### config.mk
export PLATFORM = sky130hd
export DESIGN_NAME = posit_mul_pipe
export DESIGN_NICKNAME = d
export VERILOG_FILES = /design/src/rtl/posit_mul_pipe.sv
export SDC_FILE = /design/constraint.sdc
export NUM_CORES = 2
export LEC_CHECK = 0
export ABC_AREA = 1
export BUFFER_PORTS_ARGS = -buffer_cell sky130_fd_sc_hd__buf_2
export CAP_MARGIN = 20
export CORE_MARGIN = 1
export CORE_UTILIZATION = 50
export CTS_BUF_LIST = sky130_fd_sc_hd__clkbuf_2
export CTS_CLUSTER_SIZE = 20
export DETAILED_ROUTE_END_ITERATION = 7
export HOLD_SLACK_MARGIN = 0.1
export PLACE_DENSITY_LB_ADDON = 0.05
export SKIP_LAST_GASP = 1
export SLEW_MARGIN = 20
export SYNTH_ARGS = -nofsm -noshare
export SYNTH_HDL_FRONTEND = slang
export SYNTH_SLANG_ARGS = --single-unit
### constraint.sdc
create_clock -name clk -period 33.2 [get_ports clk]
set_clock_uncertainty 0.15 [all_clocks]
set_input_delay 4.98 -clock clk [delete_from_list [all_inputs] [get_ports clk]]
set_output_delay 4.98 -clock clk [all_outputs]
set_load 0.01 [all_outputs]
### src/rtl/posit_mul_pipe.sv
// Three-stage pipelined posit<N,ES> multiplier: S1 decode, S2 multiply/normalise, S3 round/encode.
// Optional build macro POSIT_MUL_STATUS_EN adds out_status = {nar, zero, sat} alongside out_p.
module posit_mul_pipe #(
    parameter int N  = 32,
    parameter int ES = 2
) (
    input  logic         clk,
    input  logic         rst_n,
    input  logic         in_valid,
    output logic         in_ready,
    input  logic [N-1:0] in_a,
    input  logic [N-1:0] in_b,
    output logic         out_valid,
    input  logic         out_ready,
    output logic [N-1:0] out_p
`ifdef POSIT_MUL_STATUS_EN
    ,
    output logic [2:0]   out_status
`endif
);

    localparam int F    = N - ES - 2;          // fraction width including hidden bit
    localparam int SW   = $clog2(N) + ES + 2;  // operand scale width
    localparam int PSW  = SW + 2;              // product scale width
    localparam int LW   = $clog2(N) + 1;
    localparam int EW   = (ES > 0) ? ES : 1;
    localparam int TL   = ES + 2 * F - 1;
    localparam int VW   = 2 + TL + N;
    localparam int MAXS = (N - 2) << ES;       // scale of maxpos

    typedef struct packed {
        logic                 nar;
        logic                 zero;
        logic                 sgn;
        logic signed [SW-1:0] sc;
        logic [F-1:0]         fr;
    } dec_t;

    function automatic dec_t decode(input logic [N-1:0] x);
        dec_t                 d;
        logic [N-2:0]         v;
        logic [N-4:0]         t;
        logic [LW-1:0]        r;
        logic                 done;
        logic signed [SW-1:0] rs;
        logic signed [SW-1:0] k;
        logic [EW-1:0]        e;
        d      = '0;
        d.zero = (x == '0);
        d.nar  = (x == {1'b1, {(N-1){1'b0}}});
        d.sgn  = x[N-1];
        v      = x[N-1] ? (N-1)'(~x + 1'b1) : x[N-2:0];
        r      = '0;
        done   = 1'b0;
        for (int i = N - 2; i >= 0; i--) begin
            if (!done && (v[i] == v[N-2])) r = r + 1'b1;
            else done = 1'b1;
        end
        rs = SW'(r);
        k  = v[N-2] ? rs - SW'(1) : -rs;
        // Drop regime run and its terminator; anything shifted past the end reads as zero.
        t    = (N-3)'(({v, 1'b0} << (r + 1'b1)) >> 3);
        e    = (ES > 0) ? t[N-4 -: EW] : '0;
        d.sc = (k <<< ES) + SW'(e);
        d.fr = {1'b1, t[N-4-ES -: F-1]};
        return d;
    endfunction

    function automatic logic is_sat(input logic signed [PSW-1:0] sc, input logic [2*F-2:0] fr);
        return (sc > MAXS) || ((sc == MAXS) && (|fr)) || (sc < -MAXS);
    endfunction

    function automatic logic [N-1:0] encode(input logic sgn, input logic signed [PSW-1:0] sc,
                                            input logic [2*F-2:0] fr);
        logic signed [PSW-1:0] k;
        logic [LW-1:0]         sh;
        logic [TL-1:0]         tail;
        logic [VW-1:0]         base;
        logic [VW-1:0]         vv;
        logic [N-2:0]          body;
        logic                  guard;
        logic                  sticky;
        logic                  rup;
        logic [N-1:0]          mag;
        k    = sc >>> ES;
        sh   = (k >= 0) ? LW'(k) : LW'(-k - PSW'(1));
        tail = (TL'(sc[EW-1:0]) << (2 * F - 1)) | TL'(fr);
        // Arithmetic shift grows a ones-run for k>=0 and a zeros-run for k<0.
        base   = {(k >= 0) ? 2'b10 : 2'b01, tail, {N{1'b0}}};
        vv     = VW'($signed(base) >>> sh);
        body   = vv[VW-1 -: N-1];
        guard  = vv[VW-N];
        sticky = |vv[VW-N-1:0];
        rup    = guard && (sticky || body[0]);
        mag    = {1'b0, body} + N'(rup);
        if ((sc > MAXS) || ((sc == MAXS) && (|fr))) mag = {1'b0, {(N-1){1'b1}}};
        else if (sc < -MAXS) mag = N'(1);
        return sgn ? (~mag + 1'b1) : mag;
    endfunction

    logic                  alive, v1, v2, v3;
    logic                  nar1, zero1, sgn1;
    logic signed [SW-1:0]  sa1, sb1;
    logic [F-1:0]          fa1, fb1;
    logic                  nar2, zero2, sgn2;
    logic signed [PSW-1:0] sc2;
    logic [2*F-2:0]        fr2;
    logic                  en1, en2, en3, acc;
    dec_t                  dec_a, dec_b;
    logic [2*F-1:0]        prod;
    logic [2*F-2:0]        fr_n;
    logic signed [PSW-1:0] sc_n;
    logic [N-1:0]          p_n;

    // Valid/ready: a word moves when valid && ready at a rising edge; valid and data hold until then.
    // Each stage loads when it is empty or its content moves on in the same cycle.
    always_comb begin
        en3      = !v3 || out_ready;
        en2      = !v2 || en3;
        en1      = !v1 || en2;
        in_ready = alive && en1;
        acc      = in_valid && in_ready;
        dec_a    = decode(in_a);
        dec_b    = decode(in_b);
        prod     = (2*F)'(fa1) * (2*F)'(fb1);
        fr_n     = prod[2*F-1] ? prod[2*F-2:0] : {prod[2*F-3:0], 1'b0};
        sc_n     = PSW'(sa1) + PSW'(sb1) + PSW'(prod[2*F-1]);
        if (nar2) p_n = {1'b1, {(N-1){1'b0}}};
        else if (zero2) p_n = '0;
        else p_n = encode(sgn2, sc2, fr2);
    end

    assign out_valid = v3;

    always_ff @(posedge clk or negedge rst_n) begin
        if (!rst_n) begin
            alive <= 1'b0;
            v1    <= 1'b0;
            v2    <= 1'b0;
            v3    <= 1'b0;
            nar1  <= 1'b0;
            zero1 <= 1'b0;
            sgn1  <= 1'b0;
            sa1   <= '0;
            sb1   <= '0;
            fa1   <= '0;
            fb1   <= '0;
            nar2  <= 1'b0;
            zero2 <= 1'b0;
            sgn2  <= 1'b0;
            sc2   <= '0;
            fr2   <= '0;
            out_p <= '0;
        end else begin
            alive <= 1'b1;
            if (en1) v1 <= acc;
            if (acc) begin
                nar1  <= dec_a.nar || dec_b.nar;
                zero1 <= !(dec_a.nar || dec_b.nar) && (dec_a.zero || dec_b.zero);
                sgn1  <= dec_a.sgn ^ dec_b.sgn;
                sa1   <= dec_a.sc;
                sb1   <= dec_b.sc;
                fa1   <= dec_a.fr;
                fb1   <= dec_b.fr;
            end
            if (en2) v2 <= v1;
            if (en2 && v1) begin
                nar2  <= nar1;
                zero2 <= zero1;
                sgn2  <= sgn1;
                sc2   <= sc_n;
                fr2   <= fr_n;
            end
            if (en3) v3 <= v2;
            if (en3 && v2) out_p <= p_n;
        end
    end

`ifdef POSIT_MUL_STATUS_EN
    logic [2:0] st_n;
    always_comb st_n = {nar2, !nar2 && zero2, !nar2 && !zero2 && is_sat(sc2, fr2)};

    always_ff @(posedge clk or negedge rst_n) begin
        if (!rst_n) out_status <= '0;
        else if (en3 && v2) out_status <= st_n;
    end
`endif

endmodule

[After elaboration in Yosys (flattened, before gate mapping)]
Index checks and enable logic that the tools add are counted.
Storage, ports and cells
  output and inout bits: 34
  ROM bits: 0
  bits in writable memories: 0
  memories: 0
  word-level logic and storage cells: 434
  bits in latches: 0
  bits of input ports: 68
  register bits: 182
Operators by class
  magnitude comparators: 3
  multiplexer cells: 132
  equal/unequal tests: 63
  div/mod/pow operators: 0
  add/subtract/negate cells: 74
  reduce and logical (&&, ||, !) cells: 136
  bitwise gates (word level): 5
  shift operators: 3
  $mul: 1
Operator list (count)
  adder 6 x 1 -> 6 bit, second input constant: 59
  2-to-1 mux 6 bit: 59
  2-to-1 mux 32 bit: 7
  >>> shifter 91 x 6 -> 91 bit: 1
  logical AND 1 bit: 65
  == test 32 bit, second input constant: 2
  logical NOT 32 bit: 2
  << shifter 32 x 6 -> 32 bit: 2
  adder 31 x 1 -> 31 bit, second input constant: 2
  2-to-1 mux 31 bit: 2
  inverter 31 bit: 2
  == test 1 bit: 60
  logical NOT 1 bit: 60
  OR reduction 59 bit: 1
  2-to-1 mux 1 bit: 58
  bitwise OR 57 x 55 -> 57 bit: 1
  multiplier 28 x 28 -> 56 bit: 1
  2-to-1 mux 55 bit: 1
  OR reduction 55 bit: 1
  adder 31 x 1 -> 32 bit: 1
  adder 32 x 1 -> 32 bit, second input constant: 1
  inverter 32 bit: 1
  adder 9 x 2 -> 9 bit: 2
  2-to-1 mux 7 bit: 2
  other kinds (14): 24

[Logic depth before layout (Yosys ltp)]
  depth in word-level cells: 93
  depth in mapped cells: 124

[Worst setup path before layout]
OpenSTA, ideal clock, no wires.
  path kind: input -> register
  from: input port in_b[1]
  to: register fb1[25]
  stages: 117
  library setup time: 0.117 ns
  setup slack: 12.301 ns
  data required time: 32.933 ns
  arrival: 20.631 ns
  cells stage by stage: inv_1 > ha_1 > nand2_4 > nor2_4 > nand2_2 > nand2_2 > nand3_1 > nand2_2 > nand2_2 > buf_6 > buf_12 > xnor2_1 > o21ai_0 > o21ai_0 > inv_1 > ha_1 > inv_1 > nand4_1 > [81 not listed] > nand2_1 > nand2_1 > inv_1 > ha_1 > nand2_1 > nand2_1 > ha_1 > o21ai_0 > ha_1 > inv_1 > clkbuf_1 > clkbuf_1 > mux2i_1 > nand3_1 > nand3_1 > nand4_1 > nand3_1 > nand2_1
Between the ends
  longest elaborated chain between the ends: 92
  elaborated cells on any way between the ends: 180
  those cells by class: add/sub (31); eq/ne (30); shift (1); mux (60); bitwise (1); reduce/logical (57)
Ends and longest elaborated chain
  from (decl): line 12  | input logic [N-1:0] in_b,
  inverter 31 bit: line 52  | v = x[N-1] ? (N-1)'(~x + 1'b1) : x[N-2:0];
  adder 31 x 1 -> 31 bit: line 52
  2-to-1 mux 31 bit (*): line 52
  branches (longest 88 deep; another with adder 6 x 1 -> 6 bit)
  << shifter 32 x 6 -> 32 bit (*): line 62  | t = (N-3)'(({v, 1'b0} << (r + 1'b1)) >> 3);
  to (signal assigned): line 164  | fb1 <= dec_b.fr;
  to (decl): line 104  | logic [F-1:0] fa1, fb1;
Every way passes the cells marked *.
A chain may end at the register's enable or synchronous reset.

[Final worst setup path]
  from: input port in_b[0]
  to: register fb1[26]
Same word-level chain as after synthesis.

==> flow_summary.json <==
{
  "ys_async_sr_fraction": 1.00,
  "drt_iter0_markers": 3184,
  "num_rows": 116,
  "die_h_um": 319,
  "vias": 46500,
  "clk_pin_slew_ps": 360,
  "period_share": 0.683,
  "routedWlPerCell_um": 16.6,
  "cts_resized": 0,
  "synth_cell_type_count": 68,
  "drive_above_1_share": 0.0639,
  "fin_nets": 8563,
  "tns_ps": 0,
  "postCtsHoldBufs": 0,
  "core_area_sq_um": 100000,
  "synth_edf_count": 0,
  "synth_area_leader_cell": "fa_1",
  "grtUsageTotal": 0.292,
  "status": "finished, final reports clean",
  "startpoint_type": "input pin",
  "crit_required_ps": 33980,
  "yosys_most_used_dff": "dfrtp_1",
  "path_class": "input pin to flop",
  "cap_violations": 0,
  "yosysSeqAreaShare": 0.0899,
  "critPathMaxFanout": 38,
  "synth.area.top_cells": "fa_1 27%, nand2_1 18%, inv_1 12%",
  "finalSetupViolCount": 0,
  "slew_headroom": 0.376,
  "synth_cells": 7693,
  "synth_top_area_share": 0.269,
  "syn_nets": 8713,
  "yosys-top-cells-count": "2473 x nand2_1, 1546 x inv_1, 676 x fa_1, 519 x o21ai_0, 469 x nand3_1",
  "grt_antenna_before_repair": 1,
  "placed_area_sq_um": 51500,
  "critPathArrivalTime_ps": 23450,
  "grt_pass1_wl_um": 239000,
  "clock_path_buffers": 2,
  "fmax_mhz": 44.1,
  "drt-pass1-iter-count": 6,
  "rsz0062_at_grt": "no",
  "cts_tree": "built",
  "pin_count": 102,
  "cpMaxStageDelayCell": "inv_1",
  "port_buffers": 101,
  "yosysWarnings": 0,
  "path_common_cell": "nand2_1",
  "area_growth_pct": 2.87,
  "clkLatencyLatePin_ps": 1020,
  "numCtsBuffers": 17,
  "hold_viol_final": 0,
  "die_w_um": 319,
  "crit_buf_inv": 25,
  "avgViaCountPerCell": 5.25,
  "dieArea_sq_um": 102000,
  "htreeDepth": 4,
  "place_congestion": 0.939,
  "drc_errors": 0,
  "first_global_vias": 44500,
  "cts_sinks": 181,
  "synth-seq-cells": 181,
  "critPathTopFamily": "simple AND/OR/NAND/NOR gates",
  "hp-class": "flop to flop",
  "postRouteAntennaNets": 0,
  "syn-cell-area_sq_um": 50400,
  "start_util": 0.504,
  "maxSlewViolCount": 0,
  "grt-ovfl-total": 0,
  "cts-root-buf": "clkbuf_2",
  "synth_area_per_cell_sq_um": 6.55,
  "synth.most_common_cell": "nand2_1",
  "max_stage_delay_ps": 640,
  "endpoint_kind": "flop",
  "worst_slew_pin_slew_ps": 933,
  "fin_area_sq_um": 51800,
  "hpwl_um": 117000,
  "drt-total-wl_um": 147000,
  "postCtsSetupRepairBufs": 0,
  "grt_max_degree": 97,
  "final.min_clock_period_ps": 22670
}
cells by family (layout without fill, tap and decap cells):
kind of cell / Yosys count / in the layout / synth area share
other: 1 / 2 / 0.0000745
adder cells (fa/ha/maj): 952 / 952 / 0.337
AND/OR/NAND/NOR: 3706 / 3706 / 0.314
AO/OA/AOI/OAI: 767 / 767 / 0.0810
buffers and inverters: 1927 / 1790 / 0.150
flip-flops: 181 / 181 / 0.0899
multiplexers: 15 / 15 / 0.00298
XOR/XNOR: 144 / 144 / 0.0253
metal layers:
metal / vias up / share of wire / GRT usage
met5: - / 0 / 0
met4: 0 / 0.024 / 0.0730
met3: 153 / 0.046 / 0.0272
met2: 1129 / 0.47 / 0.490
met1: 22300 / 0.46 / 0.403
li1: 22900 / - / -
worst min-delay path, stage by stage, from the launching register on:
cell and delay (ps):
dfrtp_1 420, inv_1 70, nand2_1 60
final timing paths:
check                             start   endpoint  slack (ps)  cells after the start
worst max register to register   fb1[5]    sc2[10]       20560                     67
worst max-delay path            in_b[0]    fb1[26]       10530                    120
worst min-delay path                 v2  out_valid         350                      2
worst min register to register       v2  out_valid         350                      2
max in group asynchronous         rst_n    fa1[27]       27720                      2
min in group asynchronous         rst_n    fr2[18]        3660                      1
state kept, by name, indices dropped and copies added (netlist names), 9 cells and up:
| signal | flops |
|---|---|
| out_p | 32 |
| fr2 | 55 |
| sc2 | 11 |
| sb1 | 9 |
| fb1 | 27 |
| sa1 | 9 |
| fa1 | 28 |
layout make-up:
class | count | area (sq um)
fill | 10500 | 48200
multi-input combinational | 5585 | 38300
inverter | 1572 | 5900
sequential | 181 | 4530
tap | 1298 | 1620
timing repair buffer | 186 | 1150
clock inverter | 15 | 184
clock buffer | 17 | 85.1
antenna | 1 | 2.50
metrics by stage:
step                worst slack, ps  utilization  hold slack, ps  std cells
detailed placement             9530        0.515             316       8822
global route                   8930        0.518             392       8855
CTS                           10680        0.518             375       8854
global placement               9910        0.515             313       8822
finish                        10530        0.518             354       8855
floorplan                     12300            -             297       7693
layout by cell type, fill, tap and decap left out, drive strengths merged, types with 10 or more instances in the layout:
master,n
a21oi,153
a31oi,25
buf,185
clkbuf,18
dfrtp,181
fa,676
ha,276
inv,1577
mux2i,15
nand2,2585
nand3,511
nand3b,24
nand4,81
nor2,410
nor3,41
nor4,20
o21ai,529
o21bai,10
o22ai,13
or2,25
xnor2,51
xor2,93
Power is left out: the tool's default activity adds up to more than one toggle a clock period on the data nets, which glitch-free logic cannot reach.
